===== src/rtl/stage_rfread_br_skid_if.sv =====
// stage_rfread_br_skid_if: issue-side and EX-side bundle for the branch register-read stage (RFREAD_BR_PARTIAL_FLUSH_EN adds flush_valid/flush_pos/rob_head)
interface stage_rfread_br_skid_if #(
  parameter int PREG_W = 6,
  parameter int POS_W = 6,
  parameter int NUM_BYP = 2,
  parameter int SEL_W = 2,
  parameter int IMM_W = 20
);
  logic flush_iq;
  logic req_issue;
  logic ready_issue;
  logic [POS_W-1:0] pos_issue;
  logic [PREG_W-1:0] prd_issue;
  logic [PREG_W-1:0] prs1_issue;
  logic [PREG_W-1:0] prs2_issue;
  logic prs1_valid_issue;
  logic prs2_valid_issue;
  logic [2:0] funct3_issue;
  logic [6:0] funct7_issue;
  logic [4:0] rs1_issue;
  logic [4:0] rs2_issue;
  logic [4:0] rd_issue;
  logic [31:0] pc_issue;
  logic [NUM_BYP-1:0] byp1_issue;
  logic [NUM_BYP-1:0] byp2_issue;
  logic req_ex;
  logic ready_ex;
  logic [POS_W-1:0] pos_ex;
  logic [PREG_W-1:0] prd_ex;
  logic [2:0] funct3_ex;
  logic [31:0] pc_ex;
  logic [SEL_W-1:0] src1_mux;
  logic [SEL_W-1:0] src2_mux;
  logic [IMM_W-1:0] imm;
  logic [1:0] op_mux;
  logic [PREG_W-1:0] prs1_rfread;
  logic [PREG_W-1:0] prs2_rfread;
`ifdef RFREAD_BR_PARTIAL_FLUSH_EN
  logic flush_valid;
  logic [POS_W-1:0] flush_pos;
  logic [POS_W-1:0] rob_head;
`endif
  modport master (
`ifdef RFREAD_BR_PARTIAL_FLUSH_EN
    output flush_valid, flush_pos, rob_head,
`endif
    output flush_iq, req_issue, pos_issue, prd_issue, prs1_issue, prs2_issue,
    output prs1_valid_issue, prs2_valid_issue, funct3_issue, funct7_issue,
    output rs1_issue, rs2_issue, rd_issue, pc_issue, byp1_issue, byp2_issue, ready_ex,
    input ready_issue, req_ex, pos_ex, prd_ex, funct3_ex, pc_ex, src1_mux, src2_mux,
    input imm, op_mux, prs1_rfread, prs2_rfread
  );
  modport slave (
`ifdef RFREAD_BR_PARTIAL_FLUSH_EN
    input flush_valid, flush_pos, rob_head,
`endif
    input flush_iq, req_issue, pos_issue, prd_issue, prs1_issue, prs2_issue,
    input prs1_valid_issue, prs2_valid_issue, funct3_issue, funct7_issue,
    input rs1_issue, rs2_issue, rd_issue, pc_issue, byp1_issue, byp2_issue, ready_ex,
    output ready_issue, req_ex, pos_ex, prd_ex, funct3_ex, pc_ex, src1_mux, src2_mux,
    output imm, op_mux, prs1_rfread, prs2_rfread
  );
endinterface


===== src/rtl/stage_rfread_br_skid.sv =====
// stage_rfread_br_skid: branch/jump register-read stage with main+skid buffer, decode at capture, bypass-select encode; RFREAD_BR_PARTIAL_FLUSH_EN enables ROB-age selective flush
module stage_rfread_br_skid #(
  parameter int PREG_W = 6,
  parameter int POS_W = 6,
  parameter int NUM_BYP = 2,
  parameter int SEL_W = 2,
  parameter int IMM_W = 20
) (
  input logic clk,
  input logic reset,
  stage_rfread_br_skid_if.slave bus
);
  typedef struct packed {
    logic [POS_W-1:0] pos;
    logic [PREG_W-1:0] prd;
    logic [PREG_W-1:0] prs1;
    logic [PREG_W-1:0] prs2;
    logic [2:0] funct3;
    logic [31:0] pc;
    logic [SEL_W-1:0] s1;
    logic [SEL_W-1:0] s2;
    logic [IMM_W-1:0] imm;
    logic [1:0] op;
  } entry_t;
  entry_t main_q, skid_q, in_d;
  logic main_v, skid_v, fresh;
  logic v1, v2, kill_m, kill_s, kill_in, drain, m_keep, s_keep, acc;
  assign v1 = bus.prs1_valid_issue;
  assign v2 = bus.prs2_valid_issue;
  // decode the incoming instruction and encode the lowest bypass hit per operand
  always_comb begin
    in_d = '0;
    in_d.pos = bus.pos_issue;
    in_d.prd = bus.prd_issue;
    in_d.prs1 = bus.prs1_issue;
    in_d.prs2 = bus.prs2_issue;
    in_d.funct3 = bus.funct3_issue;
    in_d.pc = bus.pc_issue;
    in_d.op = (v1 & v2) ? 2'b11 : !(v1 | v2) ? 2'b00 : (bus.rd_issue == 5'd0) ? 2'b01 : 2'b10;
    in_d.imm = (v1 & v2) ? IMM_W'({bus.funct7_issue, bus.rd_issue}) :
               !(v1 | v2) ? IMM_W'({bus.funct7_issue, bus.rs2_issue, bus.rs1_issue, bus.funct3_issue}) :
               (bus.rd_issue == 5'd0) ? '0 : IMM_W'({bus.funct7_issue, bus.rs2_issue});
    for (int k = NUM_BYP - 1; k >= 0; k--) begin
      if (bus.byp1_issue[k]) in_d.s1 = SEL_W'(k + 1);
      if (bus.byp2_issue[k]) in_d.s2 = SEL_W'(k + 1);
    end
  end
`ifdef RFREAD_BR_PARTIAL_FLUSH_EN
  logic [POS_W-1:0] fage;
  assign fage = POS_W'(bus.flush_pos - bus.rob_head);
  assign kill_m = bus.flush_valid & (POS_W'(main_q.pos - bus.rob_head) > fage);
  assign kill_s = bus.flush_valid & (POS_W'(skid_q.pos - bus.rob_head) > fage);
  assign kill_in = bus.flush_valid & (POS_W'(bus.pos_issue - bus.rob_head) > fage);
`else
  assign kill_m = 1'b0;
  assign kill_s = 1'b0;
  assign kill_in = 1'b0;
`endif
  assign drain = main_v & bus.ready_ex;
  assign m_keep = main_v & !drain & !kill_m;
  assign s_keep = skid_v & !kill_s;
  assign acc = bus.req_issue & !skid_v & !kill_in;
  // buffer advance: surviving entries keep issue order, first goes to main, second to skid
  always_ff @(posedge clk) begin
    if (reset) begin
      main_v <= 1'b0;
      skid_v <= 1'b0;
      fresh <= 1'b0;
      main_q <= '0;
      skid_q <= '0;
    end else if (bus.flush_iq) begin
      main_v <= 1'b0;
      skid_v <= 1'b0;
    end else if (m_keep) begin
      fresh <= 1'b0;
      skid_v <= s_keep | acc;
      if (acc) skid_q <= in_d;
    end else if (s_keep) begin
      main_q <= skid_q;
      fresh <= 1'b0;
      skid_v <= 1'b0;
    end else begin
      main_v <= acc;
      skid_v <= 1'b0;
      if (acc) begin
        main_q <= in_d;
        fresh <= 1'b1;
      end
    end
  end
  assign bus.req_ex = main_v;
  assign bus.ready_issue = !skid_v;
  assign bus.pos_ex = main_q.pos;
  assign bus.prd_ex = main_q.prd;
  assign bus.funct3_ex = main_q.funct3;
  assign bus.pc_ex = main_q.pc;
  assign bus.src1_mux = fresh ? main_q.s1 : '0;
  assign bus.src2_mux = fresh ? main_q.s2 : '0;
  assign bus.imm = main_q.imm;
  assign bus.op_mux = main_q.op;
  assign bus.prs1_rfread = main_q.prs1;
  assign bus.prs2_rfread = main_q.prs2;
endmodule


===== src/flat_wrapper.sv =====
// flat-port wrapper written by rule: the top's interface ports become plain ports
module stage_rfread_br_skid_flat 
#(
  parameter int PREG_W = 6,
  parameter int POS_W = 6,
  parameter int NUM_BYP = 2,
  parameter int SEL_W = 2,
  parameter int IMM_W = 20
)
  (clk, reset, bus_flush_iq, bus_req_issue, bus_pos_issue, bus_prd_issue, bus_prs1_issue, bus_prs2_issue, bus_prs1_valid_issue, bus_prs2_valid_issue, bus_funct3_issue, bus_funct7_issue, bus_rs1_issue, bus_rs2_issue, bus_rd_issue, bus_pc_issue, bus_byp1_issue, bus_byp2_issue, bus_ready_ex, bus_ready_issue, bus_req_ex, bus_pos_ex, bus_prd_ex, bus_funct3_ex, bus_pc_ex, bus_src1_mux, bus_src2_mux, bus_imm, bus_op_mux, bus_prs1_rfread, bus_prs2_rfread);
  stage_rfread_br_skid_if #(.PREG_W(PREG_W), .POS_W(POS_W), .NUM_BYP(NUM_BYP), .SEL_W(SEL_W), .IMM_W(IMM_W)) bus_i ();
  input logic clk;
  input logic reset;
  input wire logic [$bits(bus_i.flush_iq)-1:0] bus_flush_iq;
  input wire logic [$bits(bus_i.req_issue)-1:0] bus_req_issue;
  input wire logic [$bits(bus_i.pos_issue)-1:0] bus_pos_issue;
  input wire logic [$bits(bus_i.prd_issue)-1:0] bus_prd_issue;
  input wire logic [$bits(bus_i.prs1_issue)-1:0] bus_prs1_issue;
  input wire logic [$bits(bus_i.prs2_issue)-1:0] bus_prs2_issue;
  input wire logic [$bits(bus_i.prs1_valid_issue)-1:0] bus_prs1_valid_issue;
  input wire logic [$bits(bus_i.prs2_valid_issue)-1:0] bus_prs2_valid_issue;
  input wire logic [$bits(bus_i.funct3_issue)-1:0] bus_funct3_issue;
  input wire logic [$bits(bus_i.funct7_issue)-1:0] bus_funct7_issue;
  input wire logic [$bits(bus_i.rs1_issue)-1:0] bus_rs1_issue;
  input wire logic [$bits(bus_i.rs2_issue)-1:0] bus_rs2_issue;
  input wire logic [$bits(bus_i.rd_issue)-1:0] bus_rd_issue;
  input wire logic [$bits(bus_i.pc_issue)-1:0] bus_pc_issue;
  input wire logic [$bits(bus_i.byp1_issue)-1:0] bus_byp1_issue;
  input wire logic [$bits(bus_i.byp2_issue)-1:0] bus_byp2_issue;
  input wire logic [$bits(bus_i.ready_ex)-1:0] bus_ready_ex;
  output wire logic [$bits(bus_i.ready_issue)-1:0] bus_ready_issue;
  output wire logic [$bits(bus_i.req_ex)-1:0] bus_req_ex;
  output wire logic [$bits(bus_i.pos_ex)-1:0] bus_pos_ex;
  output wire logic [$bits(bus_i.prd_ex)-1:0] bus_prd_ex;
  output wire logic [$bits(bus_i.funct3_ex)-1:0] bus_funct3_ex;
  output wire logic [$bits(bus_i.pc_ex)-1:0] bus_pc_ex;
  output wire logic [$bits(bus_i.src1_mux)-1:0] bus_src1_mux;
  output wire logic [$bits(bus_i.src2_mux)-1:0] bus_src2_mux;
  output wire logic [$bits(bus_i.imm)-1:0] bus_imm;
  output wire logic [$bits(bus_i.op_mux)-1:0] bus_op_mux;
  output wire logic [$bits(bus_i.prs1_rfread)-1:0] bus_prs1_rfread;
  output wire logic [$bits(bus_i.prs2_rfread)-1:0] bus_prs2_rfread;
  assign bus_i.flush_iq = bus_flush_iq;
  assign bus_i.req_issue = bus_req_issue;
  assign bus_i.pos_issue = bus_pos_issue;
  assign bus_i.prd_issue = bus_prd_issue;
  assign bus_i.prs1_issue = bus_prs1_issue;
  assign bus_i.prs2_issue = bus_prs2_issue;
  assign bus_i.prs1_valid_issue = bus_prs1_valid_issue;
  assign bus_i.prs2_valid_issue = bus_prs2_valid_issue;
  assign bus_i.funct3_issue = bus_funct3_issue;
  assign bus_i.funct7_issue = bus_funct7_issue;
  assign bus_i.rs1_issue = bus_rs1_issue;
  assign bus_i.rs2_issue = bus_rs2_issue;
  assign bus_i.rd_issue = bus_rd_issue;
  assign bus_i.pc_issue = bus_pc_issue;
  assign bus_i.byp1_issue = bus_byp1_issue;
  assign bus_i.byp2_issue = bus_byp2_issue;
  assign bus_i.ready_ex = bus_ready_ex;
  assign bus_ready_issue = bus_i.ready_issue;
  assign bus_req_ex = bus_i.req_ex;
  assign bus_pos_ex = bus_i.pos_ex;
  assign bus_prd_ex = bus_i.prd_ex;
  assign bus_funct3_ex = bus_i.funct3_ex;
  assign bus_pc_ex = bus_i.pc_ex;
  assign bus_src1_mux = bus_i.src1_mux;
  assign bus_src2_mux = bus_i.src2_mux;
  assign bus_imm = bus_i.imm;
  assign bus_op_mux = bus_i.op_mux;
  assign bus_prs1_rfread = bus_i.prs1_rfread;
  assign bus_prs2_rfread = bus_i.prs2_rfread;
  stage_rfread_br_skid #(.PREG_W(PREG_W), .POS_W(POS_W), .NUM_BYP(NUM_BYP), .SEL_W(SEL_W), .IMM_W(IMM_W)) u_core (.clk(clk), .reset(reset), .bus(bus_i));
endmodule

===== config.mk =====
export PLATFORM = sky130hd
export DESIGN_NAME = stage_rfread_br_skid_flat
export DESIGN_NICKNAME = d
export VERILOG_FILES = /design/src/rtl/stage_rfread_br_skid_if.sv /design/src/rtl/stage_rfread_br_skid.sv /design/src/flat_wrapper.sv
export SDC_FILE = /design/constraint.sdc
export NUM_CORES = 1
export LEC_CHECK = 0
export CORE_ASPECT_RATIO = 1.4
export CORE_UTILIZATION = 50
export CTS_CLUSTER_DIAMETER = 50
export DETAILED_ROUTE_END_ITERATION = 12
export PLACE_DENSITY = 0.8
export SLEW_MARGIN = 5
export SYNTH_ARGS = -nofsm -noshare
export SYNTH_HDL_FRONTEND = slang
export SYNTH_SLANG_ARGS = --single-unit

===== constraint.sdc =====
create_clock -name clk -period 3.2 [get_ports clk]
set_input_delay 0.64 -clock clk [delete_from_list [all_inputs] [get_ports clk]]
set_output_delay 0.64 -clock clk [all_outputs]
set_load 0.01 [all_outputs]

==> qor.yml, run 1 <==
status:
  status: "finished, final reports clean"
power_and_ir_drop:
  powerDensity_nw_per_um2: 504
  p_switching_mw: 1.22
  internal_power_mw: 3.59
  p_seq_frac: 0.474
  power.clock.fraction: 0.402
  combPwrFrac: 0.124
  peakVddDrop_uv: 295
  switching_share: 0.254
  p_leak_nw: 3.09
yosys:
  syn_area_per_cell_um2: 8.68
  synth.most_common_cell: "dfxtp_1"
  ys_types: 37
  yosysWarnings: 0
  synthArstFlopShare: 0
  synth-seq-area-share: 0.445
  ys_ff_latch: 173
  synth_area_leader_cell: "dfxtp_1"
  synth_edf_count: 0
  syn-cell-area_um2: 7780
  synthTopCellsByArea: "dfxtp_1, buf_4, mux2i_1, a211oi_1, nand2_1"
  netlist.area_leader.share: 0.445
  synthesis.nets: 988
  synth_flop_cell: "dfxtp_1"
  synth_commonest_cells: "dfxtp_1, nand2_1, nor2_1"
  syn-instance-count: 896
sta:
  finClkSkew_ns: 0.00864
  setup_viol: 0
  slew_viol_final: 0
  period_share: 0.881
  rsz0062_at_grt: "false"
  hold_viol_final: 0
  period_needed_ns: 2.82
  final.setup.tns_ns: 0
  fmax_mhz: 355
  tightest_slew_ns: 0.862
  slew_headroom: 0.426
  fin_ws_ns: 0.380
placed_design:
  post-dp-hpwl_mm: 11.4
  globalplace.congestion: 0.812
  dpl_cell_area_um2: 8990
  port_buffers: 178
  dp_slack_ns: 0.588
clocking:
  post_cts.repair.setup_buffers: 0
  clkLatencyLatePin_ns: 0.42
  clock-sinks: 173
  htreeDepth: 4
  cts_buffers: 17
  cts_hold_buf: 0
  cts_tree: "done"
  root_buffer: "clkbuf_16"
  clk_pin_slew_worst_paths_ns: 0.07
  clockBufferDepth: 2
  cts_resized: 0
global_route:
  grt_use_total: 0.223
  met2_usage: 0.380
  grtUsageMet1: 0.278
  grt_pass1_wl_mm: 28.4
  grt_util_met3: 0.0396
  grt-ovfl-total: 0
  grt_max_degree: 93
  grt_pass1_vias: 5826
  antenna_found_initial: 0
  grt_busiest_layer: "met2"
drt:
  drc: 0
  vias_per_cell: 5.40
  drt_iter0_drc: 303
  drtPass1Iterations: 6
  drtAntennaViolNets: 0
  drt-total-wl_mm: 17.7
  wl_per_cell_um: 15.3
  vias: 6232
worst_setup_path:
  reg2reg_to: "u_core.skid_q[7]"
  cp-start-kind: "register"
  startpoint: "u_core.s_keep"
  r2r-start: "u_core.s_keep"
  crit_path_end_kind: "output port"
  critPathRequiredTime_ns: 2.56
  r2r_setup_slack_ns: 0.70
  crit_buf_inv: 2
  critical_path.max_stage_delay_ns: 0.77
  cp.arrival_ns: 2.18
  r2r_cells: 5
  cp_top_family: "buffers and inverters"
  cp_slowest_cell: "dfxtp_4"
  crit_fanout: 42
  crit_chain: "inv_1 -> clkdlybuf4s50_1"
  critPathKind: "reg -> out"
floorplanning:
  num_rows: 53
  io_pins: 179
  fp.dieH_um: 150
  coreArea_um2: 15100
  floorplan.initialDensity: 0.514
  die_x_um: 107
  die_area_um2: 16100
min_path:
  hold_path_class: "reg -> reg"
  min_from: "u_core.skid_q[83]"
  holdPathEnd: "u_core.skid_q[83]"
  min_path_cells: 2
cells_and_area:
  utilization: 0.631
  design_area_um2: 9540
  layout-drive-gt1-share: 0.0633
  diodes: 0
  syn2layout_area_growth_pct: 22.7
  fillers: 1296
  nets: 1042
flow_run:
  drv_cap: 0
## power by group through the flow
stage	clock network (mW)	logic (mW)	registers, mW
after floorplan	0	0.374	2.31
after global placement	0	0.591	2.33
after detailed placement	0	0.598	2.33
after CTS	1.97	0.601	2.28
after global routing	2.06	0.650	2.29
final	1.93	0.598	2.28
## worst max-delay path by stage
| stage | to | cells after the start |
|---|---|---|
| after floorplan | u_core.bus.imm[0] | 4 |
| after global placement | u_core.skid_q[73] | 6 |
| after detailed placement | u_core.skid_q[75] | 6 |
| after CTS | bus_ready_issue | 2 |
| after global routing | bus_ready_issue | 2 |
| final | bus_ready_issue | 2 |
## flip-flops by register name (all words and copies together), names as in the netlist
signal,count
u_core.bus.req_ex,1
u_core.bus.imm,20
u_core.bus.prs1_rfread,6
u_core.s_keep,1
u_core.fresh,1
u_core.bus.pc_ex,32
u_core.bus.funct3_ex,3
u_core.main_q,4
u_core.bus.prs2_rfread,6
u_core.bus.op_mux,2
u_core.bus.prd_ex,6
u_core.skid_q,85
u_core.bus.pos_ex,6
## routing by layer
metal	share of wire	up-vias	wire, um
li1	-	3147	-
met1	0.44	2884	7770
met2	0.49	167	8680
met3	0.043	34	758
met4	0.025	0	446
met5	0	-	0
## tightest hold or removal path, delay by kind of cell, from the launching register on
| kind | cells | cell delay (ns) |
|---|---|---|
| compound gates | 1 | 0.05 |
| flops | 1 | 0.31 |
| simple gates | 1 | 0.05 |
## placed cells by master (no fill, tap or decap), drive strengths merged, types with 8 or more instances in the layout
| master | count |
|---|---|
| buf | 14 |
| dfxtp | 173 |
| nand2 | 143 |
| o311ai | 8 |
| nand2b | 15 |
| a211oi | 76 |
| nor2 | 90 |
| nand3 | 16 |
| a21oi | 77 |
| mux2i | 61 |
| clkbuf | 20 |
| nor3 | 14 |
| clkdlybuf4s50 | 177 |
| a311oi | 8 |
## metrics by stage
step	cells	hold WS, ns	power [mW]
2_1_floorplan	896	0.432	2.69
3_3_place_gp	1123	0.439	2.92
3_5_place_dp	1123	0.446	2.93
4_1_cts	1155	0.455	4.85
5_1_grt	1155	0.472	4.99
6_report	1155	0.454	4.81
## cells by family after synthesis
| group | Yosys count | synth area share |
|---|---|---|
| DFF | 173 | 0.445 |
| and+or+nand+nor | 302 | 0.171 |
| muxes | 61 | 0.0785 |
| AOI/OAI and AO/OA | 202 | 0.185 |
| buffers and inverters | 158 | 0.121 |
## layout make-up
| type | count | area (um2) | share of cell area |
|---|---|---|---|
| Sequential cell | 173 | 3470 | 0.363 |
| Timing Repair Buffer | 191 | 1890 | 0.198 |
| Inverter | 2 | 7.51 | 0.000787 |
| Multi-Input combinational cell | 565 | 3390 | 0.355 |
| Clock buffer | 20 | 447 | 0.0468 |
| Tap cell | 192 | 240 | 0.0252 |
| Clock inverter | 12 | 104 | 0.0109 |
Power figures use the tool's default switching activity.
==> inputs of run 2 (changes only) <==
- CORE_MARGIN: default -> 1
==> results of run 2 <==
The final DEF is identical to that of run 1; final timing and power are the same.
